<file path="src/rtl/mc_ctrl_pkg.sv">
// Shared encodings for the multicycle RISC-V control FSM.
// The JAL state exists only when MC_CTRL_JAL_EN is defined.
package mc_ctrl_pkg;

    typedef enum logic [3:0] {
        ST_IDLE     = 4'd0,
        ST_FETCH    = 4'd1,
        ST_DECODE   = 4'd2,
        ST_MEMADR   = 4'd3,
        ST_MEMREAD  = 4'd4,
        ST_MEMWB    = 4'd5,
        ST_MEMWRITE = 4'd6,
        ST_EXECUTER = 4'd7,
        ST_EXECUTEI = 4'd8,
        ST_ALUWB    = 4'd9,
        ST_BEQ      = 4'd10,
`ifdef MC_CTRL_JAL_EN
        ST_JAL      = 4'd11,
`endif
        ST_TRAP     = 4'd12
    } state_t;

    localparam logic [6:0] OP_R      = 7'b0110011;
    localparam logic [6:0] OP_I      = 7'b0010011;
    localparam logic [6:0] OP_LOAD   = 7'b0000011;
    localparam logic [6:0] OP_STORE  = 7'b0100011;
    localparam logic [6:0] OP_BRANCH = 7'b1100011;
    localparam logic [6:0] OP_JAL    = 7'b1101111;

    localparam logic [1:0] ALUOP_ADD    = 2'b00;
    localparam logic [1:0] ALUOP_BRANCH = 2'b01;
    localparam logic [1:0] ALUOP_RFUNCT = 2'b10;
    localparam logic [1:0] ALUOP_IFUNCT = 2'b11;

    localparam logic [1:0] SRCA_PC    = 2'b00;
    localparam logic [1:0] SRCA_OLDPC = 2'b01;
    localparam logic [1:0] SRCA_RS1   = 2'b10;

    localparam logic [1:0] SRCB_RS2  = 2'b00;
    localparam logic [1:0] SRCB_IMM  = 2'b01;
    localparam logic [1:0] SRCB_FOUR = 2'b10;

    localparam logic [1:0] RES_ALUOUT  = 2'b00;
    localparam logic [1:0] RES_MEMDATA = 2'b01;
    localparam logic [1:0] RES_ALU     = 2'b10;

    localparam logic ADR_PC     = 1'b0;
    localparam logic ADR_ALUOUT = 1'b1;

    localparam logic [1:0] TRAP_NONE    = 2'b00;
    localparam logic [1:0] TRAP_ILLEGAL = 2'b01;
    localparam logic [1:0] TRAP_TIMEOUT = 2'b10;

    // States that hold a memory request open and are subject to the timeout.
    function automatic logic is_wait_state(input state_t s);
        return (s == ST_FETCH) || (s == ST_MEMREAD) || (s == ST_MEMWRITE);
    endfunction

endpackage

</file>
<file path="src/rtl/mc_wait_timer.sv">
// Memory wait-state counter with timeout compare; TIMEOUT_CYCLES = 0 never times out.
module mc_wait_timer #(
    parameter int TIMEOUT_CYCLES = 16,
    parameter int CNT_W          = 5
) (
    input  logic clk,
    input  logic rst_n,
    input  logic active,
    input  logic mem_ready,
    output logic timeout
);

    logic [CNT_W-1:0] count_reg;

    // Any cycle that is not a stalled wait cycle leaves the counter at zero,
    // so every entry into a wait state starts counting from zero.
    always_ff @(posedge clk or negedge rst_n) begin
        if (!rst_n) begin
            count_reg <= '0;
        end else if (active && !mem_ready) begin
            count_reg <= count_reg + 1'b1;
        end else begin
            count_reg <= '0;
        end
    end

    generate
        if (TIMEOUT_CYCLES == 0) begin : gen_no_timeout
            assign timeout = 1'b0;
        end else begin : gen_timeout
            assign timeout = active && !mem_ready
                             && (count_reg == CNT_W'(TIMEOUT_CYCLES - 1));
        end
    endgenerate

endmodule

</file>
<file path="src/rtl/multicycle_control.sv">
// Multicycle RISC-V control FSM with memory handshake timeout and sticky trap.
// Optional JAL support is enabled by defining MC_CTRL_JAL_EN.
module multicycle_control
    import mc_ctrl_pkg::*;
#(
    parameter int TIMEOUT_CYCLES = 16,
    parameter int CNT_W          = 5,
    parameter int STATE_W        = 4
) (
    input  logic               clk,
    input  logic               rst_n,
    input  logic [6:0]         opcode,
    input  logic               zero,
    input  logic               mem_ready,
    output logic               mem_req,
    output logic               mem_we,
    output logic               adr_src,
    output logic               ir_write,
    output logic               pc_update,
    output logic [1:0]         alu_src_a,
    output logic [1:0]         alu_src_b,
    output logic [1:0]         alu_op,
    output logic [1:0]         result_src,
    output logic               reg_write,
    output logic               trap,
    output logic [1:0]         trap_cause,
    output logic [STATE_W-1:0] state
);

    state_t     state_reg, state_next;
    logic [1:0] trap_cause_reg, trap_cause_next;
    logic       timeout;

    mc_wait_timer #(
        .TIMEOUT_CYCLES (TIMEOUT_CYCLES),
        .CNT_W          (CNT_W)
    ) u_wait_timer (
        .clk       (clk),
        .rst_n     (rst_n),
        .active    (is_wait_state(state_reg)),
        .mem_ready (mem_ready),
        .timeout   (timeout)
    );

    always_ff @(posedge clk or negedge rst_n) begin
        if (!rst_n) begin
            state_reg      <= ST_IDLE;
            trap_cause_reg <= TRAP_NONE;
        end else begin
            state_reg      <= state_next;
            trap_cause_reg <= trap_cause_next;
        end
    end

    always_comb begin
        state_next      = state_reg;
        trap_cause_next = trap_cause_reg;
        mem_req         = 1'b0;
        mem_we          = 1'b0;
        adr_src         = ADR_PC;
        ir_write        = 1'b0;
        pc_update       = 1'b0;
        alu_src_a       = SRCA_PC;
        alu_src_b       = SRCB_RS2;
        alu_op          = ALUOP_ADD;
        result_src      = RES_ALUOUT;
        reg_write       = 1'b0;
        trap            = 1'b0;
        trap_cause      = TRAP_NONE;

        case (state_reg)
            ST_IDLE: begin
                state_next = ST_FETCH;
            end
            ST_FETCH: begin
                mem_req    = 1'b1;
                adr_src    = ADR_PC;
                alu_src_a  = SRCA_PC;
                alu_src_b  = SRCB_FOUR;
                alu_op     = ALUOP_ADD;
                result_src = RES_ALU;
                // A ready in the timeout cycle still completes the fetch.
                if (mem_ready) begin
                    ir_write   = 1'b1;
                    pc_update  = 1'b1;
                    state_next = ST_DECODE;
                end else if (timeout) begin
                    state_next      = ST_TRAP;
                    trap_cause_next = TRAP_TIMEOUT;
                end
            end
            ST_DECODE: begin
                alu_src_a = SRCA_OLDPC;
                alu_src_b = SRCB_IMM;
                alu_op    = ALUOP_ADD;
                case (opcode)
                    OP_LOAD, OP_STORE: state_next = ST_MEMADR;
                    OP_R:              state_next = ST_EXECUTER;
                    OP_I:              state_next = ST_EXECUTEI;
                    OP_BRANCH:         state_next = ST_BEQ;
`ifdef MC_CTRL_JAL_EN
                    OP_JAL:            state_next = ST_JAL;
`endif
                    default: begin
                        state_next      = ST_TRAP;
                        trap_cause_next = TRAP_ILLEGAL;
                    end
                endcase
            end
            ST_MEMADR: begin
                alu_src_a  = SRCA_RS1;
                alu_src_b  = SRCB_IMM;
                alu_op     = ALUOP_ADD;
                state_next = (opcode == OP_STORE) ? ST_MEMWRITE : ST_MEMREAD;
            end
            ST_MEMREAD: begin
                mem_req = 1'b1;
                adr_src = ADR_ALUOUT;
                if (mem_ready) begin
                    state_next = ST_MEMWB;
                end else if (timeout) begin
                    state_next      = ST_TRAP;
                    trap_cause_next = TRAP_TIMEOUT;
                end
            end
            ST_MEMWB: begin
                result_src = RES_MEMDATA;
                reg_write  = 1'b1;
                state_next = ST_FETCH;
            end
            ST_MEMWRITE: begin
                mem_req = 1'b1;
                mem_we  = 1'b1;
                adr_src = ADR_ALUOUT;
                if (mem_ready) begin
                    state_next = ST_FETCH;
                end else if (timeout) begin
                    state_next      = ST_TRAP;
                    trap_cause_next = TRAP_TIMEOUT;
                end
            end
            ST_EXECUTER: begin
                alu_src_a  = SRCA_RS1;
                alu_src_b  = SRCB_RS2;
                alu_op     = ALUOP_RFUNCT;
                state_next = ST_ALUWB;
            end
            ST_EXECUTEI: begin
                alu_src_a  = SRCA_RS1;
                alu_src_b  = SRCB_IMM;
                alu_op     = ALUOP_IFUNCT;
                state_next = ST_ALUWB;
            end
            ST_ALUWB: begin
                result_src = RES_ALUOUT;
                reg_write  = 1'b1;
                state_next = ST_FETCH;
            end
            ST_BEQ: begin
                alu_src_a  = SRCA_RS1;
                alu_src_b  = SRCB_RS2;
                alu_op     = ALUOP_BRANCH;
                result_src = RES_ALUOUT;
                pc_update  = zero;
                state_next = ST_FETCH;
            end
`ifdef MC_CTRL_JAL_EN
            // PC loads the target already in ALUOut; the ALU forms oldPC+4 for the link.
            ST_JAL: begin
                alu_src_a  = SRCA_OLDPC;
                alu_src_b  = SRCB_FOUR;
                alu_op     = ALUOP_ADD;
                result_src = RES_ALUOUT;
                pc_update  = 1'b1;
                state_next = ST_ALUWB;
            end
`endif
            ST_TRAP: begin
                trap       = 1'b1;
                trap_cause = trap_cause_reg;
            end
            default: begin
                state_next = ST_IDLE;
            end
        endcase
    end

    assign state = STATE_W'(state_reg);

endmodule

</file>
<file path="config.mk">
export PLATFORM = sky130hd
export DESIGN_NAME = multicycle_control
export DESIGN_NICKNAME = d
export VERILOG_FILES = /design/src/rtl/mc_ctrl_pkg.sv /design/src/rtl/mc_wait_timer.sv /design/src/rtl/multicycle_control.sv
export SDC_FILE = /design/constraint.sdc
export NUM_CORES = 1
export LEC_CHECK = 0
export ABC_AREA = 0
export CAP_MARGIN = 30
export CORE_ASPECT_RATIO = 1.4
export CORE_MARGIN = 2
export CORE_UTILIZATION = 40
export CTS_BUF_LIST = sky130_fd_sc_hd__clkbuf_2
export CTS_CLUSTER_SIZE = 40
export DETAILED_ROUTE_END_ITERATION = 6
export GPL_ROUTABILITY_DRIVEN = 0
export GPL_TIMING_DRIVEN = 0
export HOLD_SLACK_MARGIN = 0.1
export PLACE_DENSITY = 0.76
export RECOVER_POWER = 100
export SKIP_LAST_GASP = 1
export SYNTH_ARGS = -nofsm -noshare
export SYNTH_HDL_FRONTEND = slang
export SYNTH_SLANG_ARGS = --single-unit
</file>
<file path="constraint.sdc">
create_clock -name clk -period 1.85 [get_ports clk]
set_clock_uncertainty 0.1 [all_clocks]
set_input_delay 0.37 -clock clk [delete_from_list [all_inputs] [get_ports clk]]
set_output_delay 0.37 -clock clk [all_outputs]
set_load 0.01 [all_outputs]
</file>
==> flow_metrics.env <==
export IMPL_status="complete, but fails checks"
export IMPL_failed_checks="negative setup slack"
export IMPL_ir_drop_v=0.000945
export IMPL_tritoncts="yes"
export IMPL_number_of_antenna_violations_at_the_first_check_in_global_routing=0
export IMPL_cp_end_kind="output pin"
export IMPL_synth_top_cell_area_share=0.354
export IMPL_sw_frac_of_total=0.441
export IMPL_path_clk_slew_ps=120
export IMPL_yosysTopAreaCell="dfrtp_1"
export IMPL_detail_route_iter0_violations=14
export IMPL_setup_viol=10
export IMPL_die_outline_area_um2=2320
export IMPL_dieWidth_um=41.3
export IMPL_net_switching_power_mw=0.829
export IMPL_postSynth_asyncResetShare=1.00
export IMPL_combinational_cell_fraction_of_total_power=0.732
export IMPL_post_synth_num_cell_types=36
export IMPL_routed_wirelength_um=2550
export IMPL_vias=950
export IMPL_global_route_usage_met3=0.0680
export IMPL_synthTopCellsByArea="dfrtp_1 35%, nor2_1 8.7%, a21oi_1 3.9%"
export IMPL_hp_class="reg -> reg"
export IMPL_globalRoute_busiestLayer="met2"
export IMPL_sequential_fraction_of_the_synthesis_area=0.354
export IMPL_final_core_util=0.732
export IMPL_placeableCoreArea_um2=1800
export IMPL_ys_seq_elements=11
export IMPL_cts_root_buf="clkbuf_2"
export IMPL_dpl_hpwl_um=1600
export IMPL_synth_cells_most_frequent="18 x nor2_1, 11 x dfrtp_1"
export IMPL_arrival_ps=1560
export IMPL_drv_max_cap_violation_count=0
export IMPL_slew_viol_final=0
export IMPL_boundaryPins=32
export IMPL_synthesis_yosys_warnings=0
export IMPL_global_route_wire_length_before_repair_um=3800
export IMPL_clock_sinks=11
export IMPL_synthCells=98
export IMPL_rsz0062_at_grt="true"
export IMPL_required_ps=1380
export IMPL_setup_tns_final_ps=-1020
export IMPL_power_static_leakage_nw=0.663
export IMPL_globalRouteMet2Util=0.393
export IMPL_total_global_routing_track_utilization=0.235
export IMPL_most_common_cell_in_the_netlist="nor2_1"
export IMPL_pwr_share_clk=0.078
export IMPL_critical_path_top_delay_family="simple AND/OR/NAND/NOR gates"
export IMPL_postSynth_topFlopCell="dfrtp_1"
export IMPL_cp_buffers_inverters=3
export IMPL_drt_first_pass_iters=4
export IMPL_route_detailed_wl_per_inst_um=14.9
export IMPL_antenna_violating_nets_post_route=0
export IMPL_timing_fmax_ghz=0.494
export IMPL_synth_edff_count=0
export IMPL_floorplan_initialDensity=0.431
export IMPL_placedCellCount=149
export IMPL_timing_final_crit_period_ps=2030
export IMPL_cell_area_after_placement_um2=1110
export IMPL_hold_ws_ps=364
export IMPL_syn_cell_area_um2=777
export IMPL_avg_cell_area_syn_um2=7.93
export IMPL_grt_start_max_net_pins=12
export IMPL_place_worst_setup_slack_ps=-530
export IMPL_worst_path_max_delay_cell="dfrtp_1"
export IMPL_largest_reg_flops=5
export IMPL_internal_power_mw=1.05
export IMPL_chipHeight_um=56.2
export IMPL_final_nets=165
export IMPL_use_met1=0.228
export IMPL_drive_above_1_share=0.417
export IMPL_rows=18
export IMPL_worst_setup_path_start_kind="register"
export IMPL_r2r_setup_slack_ps=20
export IMPL_max_stage_delay_ps=410
export IMPL_io_buffer_count=31
export IMPL_cp_cell_sequence="buf_6, or2_4, nor2_4, buf_6, and3_1, buf_2"
export IMPL_drt_drc_violations_left=0
export IMPL_area_growth_pct=69.7
export IMPL_worstSkewPairLatency_ps=260
export IMPL_clock_buffers_created_by_tritoncts=3
export IMPL_hold_viol_final=0
export IMPL_crit_path_frequent_cell="buf_6"
export IMPL_final_cell_area_um2=1320
export IMPL_final_cells=171
export IMPL_ctsHtreeMaxLevel=1
export IMPL_pwr_share_seq=0.190
export IMPL_clock_tree_buffer_depth=2
export IMPL_net_count_after_synthesis=111
export IMPL_layout_setup_ws_ps=-176
export IMPL_post_route_period_util=1.09
export IMPL_total_power_mw=1.88
export IMPL_cp_max_fo=4
export IMPL_crit_type="reg -> out"
export IMPL_grt_ovfl_total=0
export IMPL_vias_per_cell=5.56
export IMPL_power_density_cell_area_nw_per_um2=1420
export IMPL_antenna_cells_inserted=0
export IMPL_vias_in_the_first_global_route=929
export IMPL_transition_time_at_the_pin_with_the_least_slew_margin_ps=513
export IMPL_max_slew_margin=0.657
power by group through the flow:
stage,logic [mW],registers (mW),clock network [mW]
2_1_floorplan,0.536,0.360,0
3_3_place_gp,1.00,0.353,0
3_5_place_dp,1.01,0.352,0
4_1_cts,1.27,0.353,0.144
5_1_grt,1.46,0.363,0.158
6_report,1.38,0.357,0.146
worst paths after layout:
check / startpoint / to / cells after the start
worst max-delay path: state[0] / trap_cause[0] / 6
worst max register to register: u_wait_timer.count_reg[0] / state[3] / 5
max in group asynchronous: rst_n / state[2] / 1
worst min register to register: u_wait_timer.count_reg[0] / u_wait_timer.count_reg[0] / 1
min in group asynchronous: rst_n / u_wait_timer.count_reg[0] / 1
worst min-delay path: u_wait_timer.count_reg[0] / u_wait_timer.count_reg[0] / 1
cell families (layout without fill, tap and decap cells):
kind of cell,count (synthesis),count (layout),synth area share
adder cells (fa/ha/maj),2,2,0.0322
buffers and inverters,11,64,0.0692
AND/OR/NAND/NOR,49,49,0.338
flip-flops,11,11,0.354
XOR/XNOR,2,2,0.0225
AO/OA/AOI/OAI,23,23,0.184
cell usage in the layout (no fill, tap or decap), drive strengths merged, types with 2 or more instances in the layout:
master,netlist,final
nor2b,3,3
and2,3,3
nor3,2,2
clkdlybuf4s50,0,10
a21oi,6,6
nand2,6,6
nand3,2,2
buf,3,31
o22ai,2,2
dfrtp,11,11
inv,6,6
nor3b,2,2
o21ai,7,7
and3,4,4
nor2,18,18
dlymetal6s2s,0,2
a31oi,2,2
nand2b,3,3
clkbuf,2,12
ha,2,2
what timing repair did:
item,4_1_cts,5_1_grt
pin swaps,4,6
hold buffers,0,0
endpoints found under the setup margin,17,22
resized for setup,84,24
buffers inserted,14,7
layout make-up:
type                    count  area [µm²]
clock buffers               4        20.0
multi-input cells          76         542
repair buffers             52         410
fillers                   143         483
well taps                  20        25.0
plain buffers               2        22.5
inverters                   6        22.5
flip-flops and latches     11         277
layer usage:
metal / routed length [µm] / up-vias
met5: 0 / -
met4: 89 / 0
li1: - / 443
met1: 935 / 455
met3: 106 / 14
met2: 1420 / 38
Note: power is estimated with default switching activity, not from simulation.
